## src/rtl/shift_deserializer.sv

```systemverilog
// Serial-to-parallel word assembler with a one-word holding register.
// A completed word is dropped (and overrun flagged) if the held word is still unconsumed.
module shift_deserializer #(
  parameter int WIDTH     = 32,
  parameter bit MSB_FIRST = 1'b1
) (
  input  logic                   clk,
  input  logic                   rst_n,
  input  logic                   serial_in,
  input  logic                   shift_en,
  input  logic                   clear,
  input  logic                   data_ready,
  output logic [WIDTH-1:0]       data_out,
  output logic                   data_valid,
  output logic                   overrun,
  output logic [$clog2(WIDTH):0] bit_count
);
  localparam int CW = $clog2(WIDTH) + 1;

  typedef enum logic {S_EMPTY, S_FULL} state_t;

  state_t           r_state, w_state_nxt;
  logic [WIDTH-1:0] r_sh, w_sh_nxt, r_data;
  logic [CW-1:0]    r_cnt;
  logic             r_ovr;
  logic             w_accept, w_done, w_load, w_ovr_set;

  assign w_accept = shift_en & ~clear;
  assign w_done   = w_accept && (r_cnt == CW'(WIDTH - 1));

  // w_sh_nxt already includes this edge's bit, so it is the completed word on w_done.
  generate
    if (MSB_FIRST) begin : g_msb
      assign w_sh_nxt = {r_sh[WIDTH-2:0], serial_in};
    end else begin : g_lsb
      assign w_sh_nxt = {serial_in, r_sh[WIDTH-1:1]};
    end
  endgenerate

  always_ff @(posedge clk or negedge rst_n) begin
    if (!rst_n) begin
      r_sh  <= '0;
      r_cnt <= '0;
    end else if (clear) begin
      r_sh  <= '0;
      r_cnt <= '0;
    end else if (shift_en) begin
      r_sh  <= w_sh_nxt;
      r_cnt <= w_done ? '0 : r_cnt + CW'(1);
    end
  end

  always_ff @(posedge clk or negedge rst_n) begin
    if (!rst_n) begin
      r_state <= S_EMPTY;
      r_data  <= '0;
      r_ovr   <= 1'b0;
    end else begin
      r_state <= w_state_nxt;
      if (w_load)         r_data <= w_sh_nxt;
      if (clear)          r_ovr  <= 1'b0;
      else if (w_ovr_set) r_ovr  <= 1'b1;
    end
  end

  always_comb begin
    w_state_nxt = r_state;
    w_load      = 1'b0;
    w_ovr_set   = 1'b0;
    case (r_state)
      S_EMPTY: begin
        if (w_done) begin
          w_load      = 1'b1;
          w_state_nxt = S_FULL;
        end
      end
      S_FULL: begin
        if (w_done) begin
          if (data_ready) w_load    = 1'b1;
          else            w_ovr_set = 1'b1;
        end else if (data_ready) begin
          w_state_nxt = S_EMPTY;
        end
      end
      default: w_state_nxt = S_EMPTY;
    endcase
  end

  assign data_out   = r_data;
  assign data_valid = (r_state == S_FULL);
  assign overrun    = r_ovr;
  assign bit_count  = r_cnt;
endmodule

```

## config.mk

```make
export PLATFORM = sky130hd
export DESIGN_NAME = shift_deserializer
export DESIGN_NICKNAME = d
export VERILOG_FILES = /design/src/rtl/shift_deserializer.sv
export SDC_FILE = /design/constraint.sdc
export NUM_CORES = 1
export LEC_CHECK = 0
export ABC_AREA = 1
export CORE_ASPECT_RATIO = 1.25
export CORE_MARGIN = 2
export CORE_UTILIZATION = 57
export CTS_BUF_LIST = sky130_fd_sc_hd__clkbuf_4 sky130_fd_sc_hd__clkbuf_8 sky130_fd_sc_hd__clkbuf_16
export CTS_CLUSTER_SIZE = 40
export DETAILED_ROUTE_END_ITERATION = 16
export GPL_TIMING_DRIVEN = 0
export PLACE_DENSITY = 0.82
export SETUP_SLACK_MARGIN = 0.15
export SYNTH_ARGS = -nofsm -noshare
export SYNTH_HDL_FRONTEND = slang
export SYNTH_SLANG_ARGS = --single-unit
```

## constraint.sdc

```tcl
create_clock -name clk -period 3.4 [get_ports clk]
set_input_delay 0.34 -clock clk [delete_from_list [all_inputs] [get_ports clk]]
set_output_delay 0.34 -clock clk [all_outputs]
set_load 0.02 [all_outputs]
```

==> report_table.html <==
<table>
<tr><th>Metric</th><th>Value</th></tr>
<tr><th colspan="2">Clocking</th></tr>
<tr><td>Worst-path clk slew</td><td>0.06 ns</td></tr>
<tr><td>Worst-Skew Late Latency</td><td>0.35 ns</td></tr>
<tr><td>Post-cts resize count</td><td>0</td></tr>
<tr><td>Cell chosen for the clock root</td><td>sky130_fd_sc_hd__clkbuf_8</td></tr>
<tr><td>H-tree lvl count</td><td>3</td></tr>
<tr><td># Post-CTS Setup Buffers</td><td>0</td></tr>
<tr><td>Number of sinks on the clock net</td><td>71</td></tr>
<tr><td>Maximum count of clock buffers along a single path</td><td>2</td></tr>
<tr><td>Number of buffers inserted by hold repair at cts</td><td>0</td></tr>
<tr><td>TritonCTS clock tree</td><td>done</td></tr>
<tr><td>Number of buffers added by the clock tree synthesis step</td><td>9</td></tr>
<tr><th colspan="2">GRT</th></tr>
<tr><td>Global route total overflow</td><td>0</td></tr>
<tr><td>Global-route total usage across every layer</td><td>0.227</td></tr>
<tr><td>Wire length of the first global-routing pass</td><td>9560 um</td></tr>
<tr><td>Maximum number of pins on one net before global-route repair</td><td>72</td></tr>
<tr><td>Number of antenna violations at the first check in global routing</td><td>0</td></tr>
<tr><td>Via count of the first global-routing pass</td><td>2089</td></tr>
<tr><th colspan="2">Synth</th></tr>
<tr><td>Share of Yosys cell area claimed by the top area cell type</td><td>0.618</td></tr>
<tr><td>Post-synthesis sequential area ratio</td><td>0.618</td></tr>
<tr><td>Flop and latch count out of synthesis</td><td>71</td></tr>
<tr><td>Synthesized area per cell</td><td>9.78 um2</td></tr>
<tr><td>Library cell with the largest summed area after synthesis</td><td>sky130_fd_sc_hd__dfrtp_1</td></tr>
<tr><td>Synthesized instance count</td><td>294</td></tr>
<tr><td>Unique masters post-synth</td><td>20</td></tr>
<tr><td>Warning count from the yosys run</td><td>0</td></tr>
<tr><td>Mapped Nets</td><td>301</td></tr>
<tr><td>Summed instance area of the synthesized netlist</td><td>2870 um2</td></tr>
<tr><td>Largest cells by area after synthesis</td><td>sky130_fd_sc_hd__dfrtp_1 62%, sky130_fd_sc_hd__nand2_1 11%, sky130_fd_sc_hd__nand4_1 7.0%, sky130_fd_sc_hd__o22ai_1 6.3%, sky130_fd_sc_hd__inv_1 5.0%</td></tr>
<tr><th colspan="2">Critical path</th></tr>
<tr><td>Signal arrival time at the worst endpoint</td><td>1.42 ns</td></tr>
<tr><td>Highest net fanout along the worst path</td><td>5</td></tr>
<tr><td>Worst Setup Start Kind</td><td>register</td></tr>
<tr><td>Peak per-stage delay on the critical path</td><td>0.64 ns</td></tr>
<tr><td>Req. time, crit path</td><td>3.06 ns</td></tr>
<tr><td>Dominant delay contributor by cell family on the critical path</td><td>buffers and inverters</td></tr>
<tr><td>Reg2reg setup slack</td><td>1.89 ns</td></tr>
<tr><td>Sort of element at the end of the critical path</td><td>output port</td></tr>
<tr><td>List of cells traversed by the critical path</td><td>clkdlybuf4s50_1</td></tr>
<tr><td>Highest-delay cell along the critical path</td><td>sky130_fd_sc_hd__clkdlybuf4s50_1</td></tr>
<tr><td>Worst Path Buf+Inv</td><td>1</td></tr>
<tr><td>Setup Crit Path Kind</td><td>reg -&gt; out</td></tr>
<tr><th colspan="2">Timing</th></tr>
<tr><td>Setup repair after global routing missed its margin</td><td>false</td></tr>
<tr><td>Final critical delay including setup and external delays</td><td>1.76 ns</td></tr>
<tr><td>Final setup violating endpoints</td><td>0</td></tr>
<tr><td>Slew Viols, Final</td><td>0</td></tr>
<tr><td>Slew @ Worst Pin</td><td>0.852 ns</td></tr>
<tr><td>Max-slew headroom at the worst pin</td><td>0.432</td></tr>
<tr><td>Clock skew</td><td>0.00740 ns</td></tr>
<tr><td>Number of failing hold endpoints at the final stage</td><td>0</td></tr>
<tr><td>Setup WS post-layout</td><td>1.64 ns</td></tr>
<tr><td>FMAX</td><td>0.569 GHz</td></tr>
<tr><td>Ratio of final minimum period to clock period</td><td>0.517</td></tr>
<tr><th colspan="2">Floorplanning</th></tr>
<tr><td>Die X-Extent</td><td>67.5 um</td></tr>
<tr><td>Height of the die</td><td>83.4 um</td></tr>
<tr><td>IO Count</td><td>46</td></tr>
<tr><td>Die ar.</td><td>5630 um2</td></tr>
<tr><td>Initial Util</td><td>0.599</td></tr>
<tr><td>Number of core rows</td><td>28</td></tr>
<tr><td>Area inside the core boundary</td><td>4800 um2</td></tr>
<tr><th colspan="2">Placed design</th></tr>
<tr><td># port buffers</td><td>45</td></tr>
<tr><td>Post-Place Setup Slack</td><td>1.59 ns</td></tr>
<tr><td>Global placement routability congestion</td><td>0.839</td></tr>
<tr><td>Final HPWL DP</td><td>3900 um</td></tr>
<tr><th colspan="2">Drt</th></tr>
<tr><td>Met2 wire length</td><td>2960 um</td></tr>
<tr><td>Uppermost layer routed</td><td>met4</td></tr>
<tr><td>Aggregate routed wire length</td><td>5750 um</td></tr>
<tr><td>Drt initial violations</td><td>182</td></tr>
<tr><td>DRC Markers</td><td>0</td></tr>
<tr><td>Met3 Routed Length</td><td>266 um</td></tr>
<tr><td>ANT nets after route</td><td>0</td></tr>
<tr><td>Number of iterations in the first detailed-routing pass</td><td>4</td></tr>
<tr><td>Met1 routed wirelength after detailed routing</td><td>2430 um</td></tr>
<tr><td>Total number of vias</td><td>2217</td></tr>
<tr><td>Final routed wire length divided by cell count</td><td>13.9 um</td></tr>
<tr><td>Via/cell ratio</td><td>5.34</td></tr>
<tr><th colspan="2">Pwr</th></tr>
<tr><td>Largest voltage drop on the vdd net</td><td>0.000345 V</td></tr>
<tr><td>Total power draw</td><td>1.68 mW</td></tr>
<tr><td>Leakage component of the power</td><td>1.76 nW</td></tr>
<tr><td>Power density of the placed cells</td><td>462 nW/um2</td></tr>
<tr><th colspan="2">Finish</th></tr>
<tr><td>Layout fillers</td><td>334</td></tr>
<tr><td>Area grow syn2layout</td><td>26.3%</td></tr>
<tr><td>Layout cells sized above 1</td><td>0.0901</td></tr>
<tr><td>Number of antenna repair diodes</td><td>0</td></tr>
<tr><td>Final Net Count</td><td>357</td></tr>
<tr><th colspan="2">Outcome</th></tr>
<tr><td>Run status</td><td>finished, final reports clean</td></tr>
<tr><th colspan="2">Flow run</th></tr>
<tr><td>Max_cap viols</td><td>0</td></tr>
<tr><th colspan="2">Hold path</th></tr>
<tr><td>Worst min path class</td><td>in -&gt; async</td></tr>
</table>
## state kept, by name (all words and copies together) (netlist names)
| register | flops |
|---|---|
| overrun | 1 |
| data_valid | 1 |
| data_out | 32 |
| r_sh | 31 |
| bit_count | 6 |
## cells in the final DEF (no fill, tap or decap), drive strengths merged
cell	instances
bufinv	2
clkbuf	21
nand2	81
a22o	1
nor2	7
inv	40
ha	1
dfrtp	71
buf	11
xnor2	1
clkinv	1
nand4	32
o22ai	29
nand3	5
a21oi	2
o21ai	6
clkdlybuf4s50	44
## synthesized netlist by cell type
library cell / instances
sky130_fd_sc_hd__a21oi_1: 2
sky130_fd_sc_hd__a22o_1: 1
sky130_fd_sc_hd__buf_2: 4
sky130_fd_sc_hd__buf_4: 3
sky130_fd_sc_hd__buf_6: 3
sky130_fd_sc_hd__clkbuf_1: 8
sky130_fd_sc_hd__dfrtp_1: 71
sky130_fd_sc_hd__ha_1: 1
sky130_fd_sc_hd__inv_1: 38
sky130_fd_sc_hd__inv_2: 2
sky130_fd_sc_hd__nand2_1: 81
sky130_fd_sc_hd__nand3_1: 3
sky130_fd_sc_hd__nand3_2: 1
sky130_fd_sc_hd__nand3_4: 1
sky130_fd_sc_hd__nand4_1: 32
sky130_fd_sc_hd__nor2_1: 6
sky130_fd_sc_hd__nor2_8: 1
sky130_fd_sc_hd__o21ai_0: 6
sky130_fd_sc_hd__o22ai_1: 29
sky130_fd_sc_hd__xnor2_1: 1
## final timing paths
path,start,to,cells past startpoint
worst min-delay path,rst_n,bit_count[3],1
max in group asynchronous,rst_n,bit_count[1],1
min in group clk,data_out[16],data_out[16],2
worst max register to register,bit_count[0],data_out[14],7
worst min register to register,data_out[16],data_out[16],2
worst max-delay path,bit_count[3],bit_count[3],1
## per-stage QoR
stage	setup TNS (ns)	instance area, um2	instances	util	hold slack [ns]
2_1_floorplan	0	2870	294	-	0.0444
3_3_place_gp	-18.86	3400	399	0.708	0.452
3_5_place_dp	0	3400	399	0.708	0.457
4_1_cts	0	3630	415	0.756	0.139
5_1_grt	0	3630	415	0.756	0.195
6_report	0	3630	415	0.756	0.0927
## cells by family after synthesis
logic type      synth area share
compound gates            0.0801
buf+inv                   0.0892
xor+xnor                 0.00305
flops                      0.618
simple gates               0.205
fa+ha+maj                0.00435
## final cells by class
cell class	instances	area (um2)	share of cell area
buffer	18	106	0.0293
clock buffer	13	166	0.0459
clock inverter	3	65.1	0.0179
inverter	40	150	0.0414
multi-input combinational	165	841	0.232
sequential	71	1780	0.490
tap	60	75.1	0.0207
timing repair buffer	45	448	0.123
## where the power goes
part	internal (mW)	switching (mW)	total [mW]
Combinational	0.0159	0.0450	0.0609
Clock	0.468	0.297	0.765
Sequential	0.848	0.00326	0.851
## per-layer routing
layer  vias to the layer above  track usage
li1                       1087            -
met5                         -            0
met4                         0        0.106
met3                        11       0.0583
met1                      1066        0.305
met2                        53        0.341
Power figures use the tool's default switching activity.
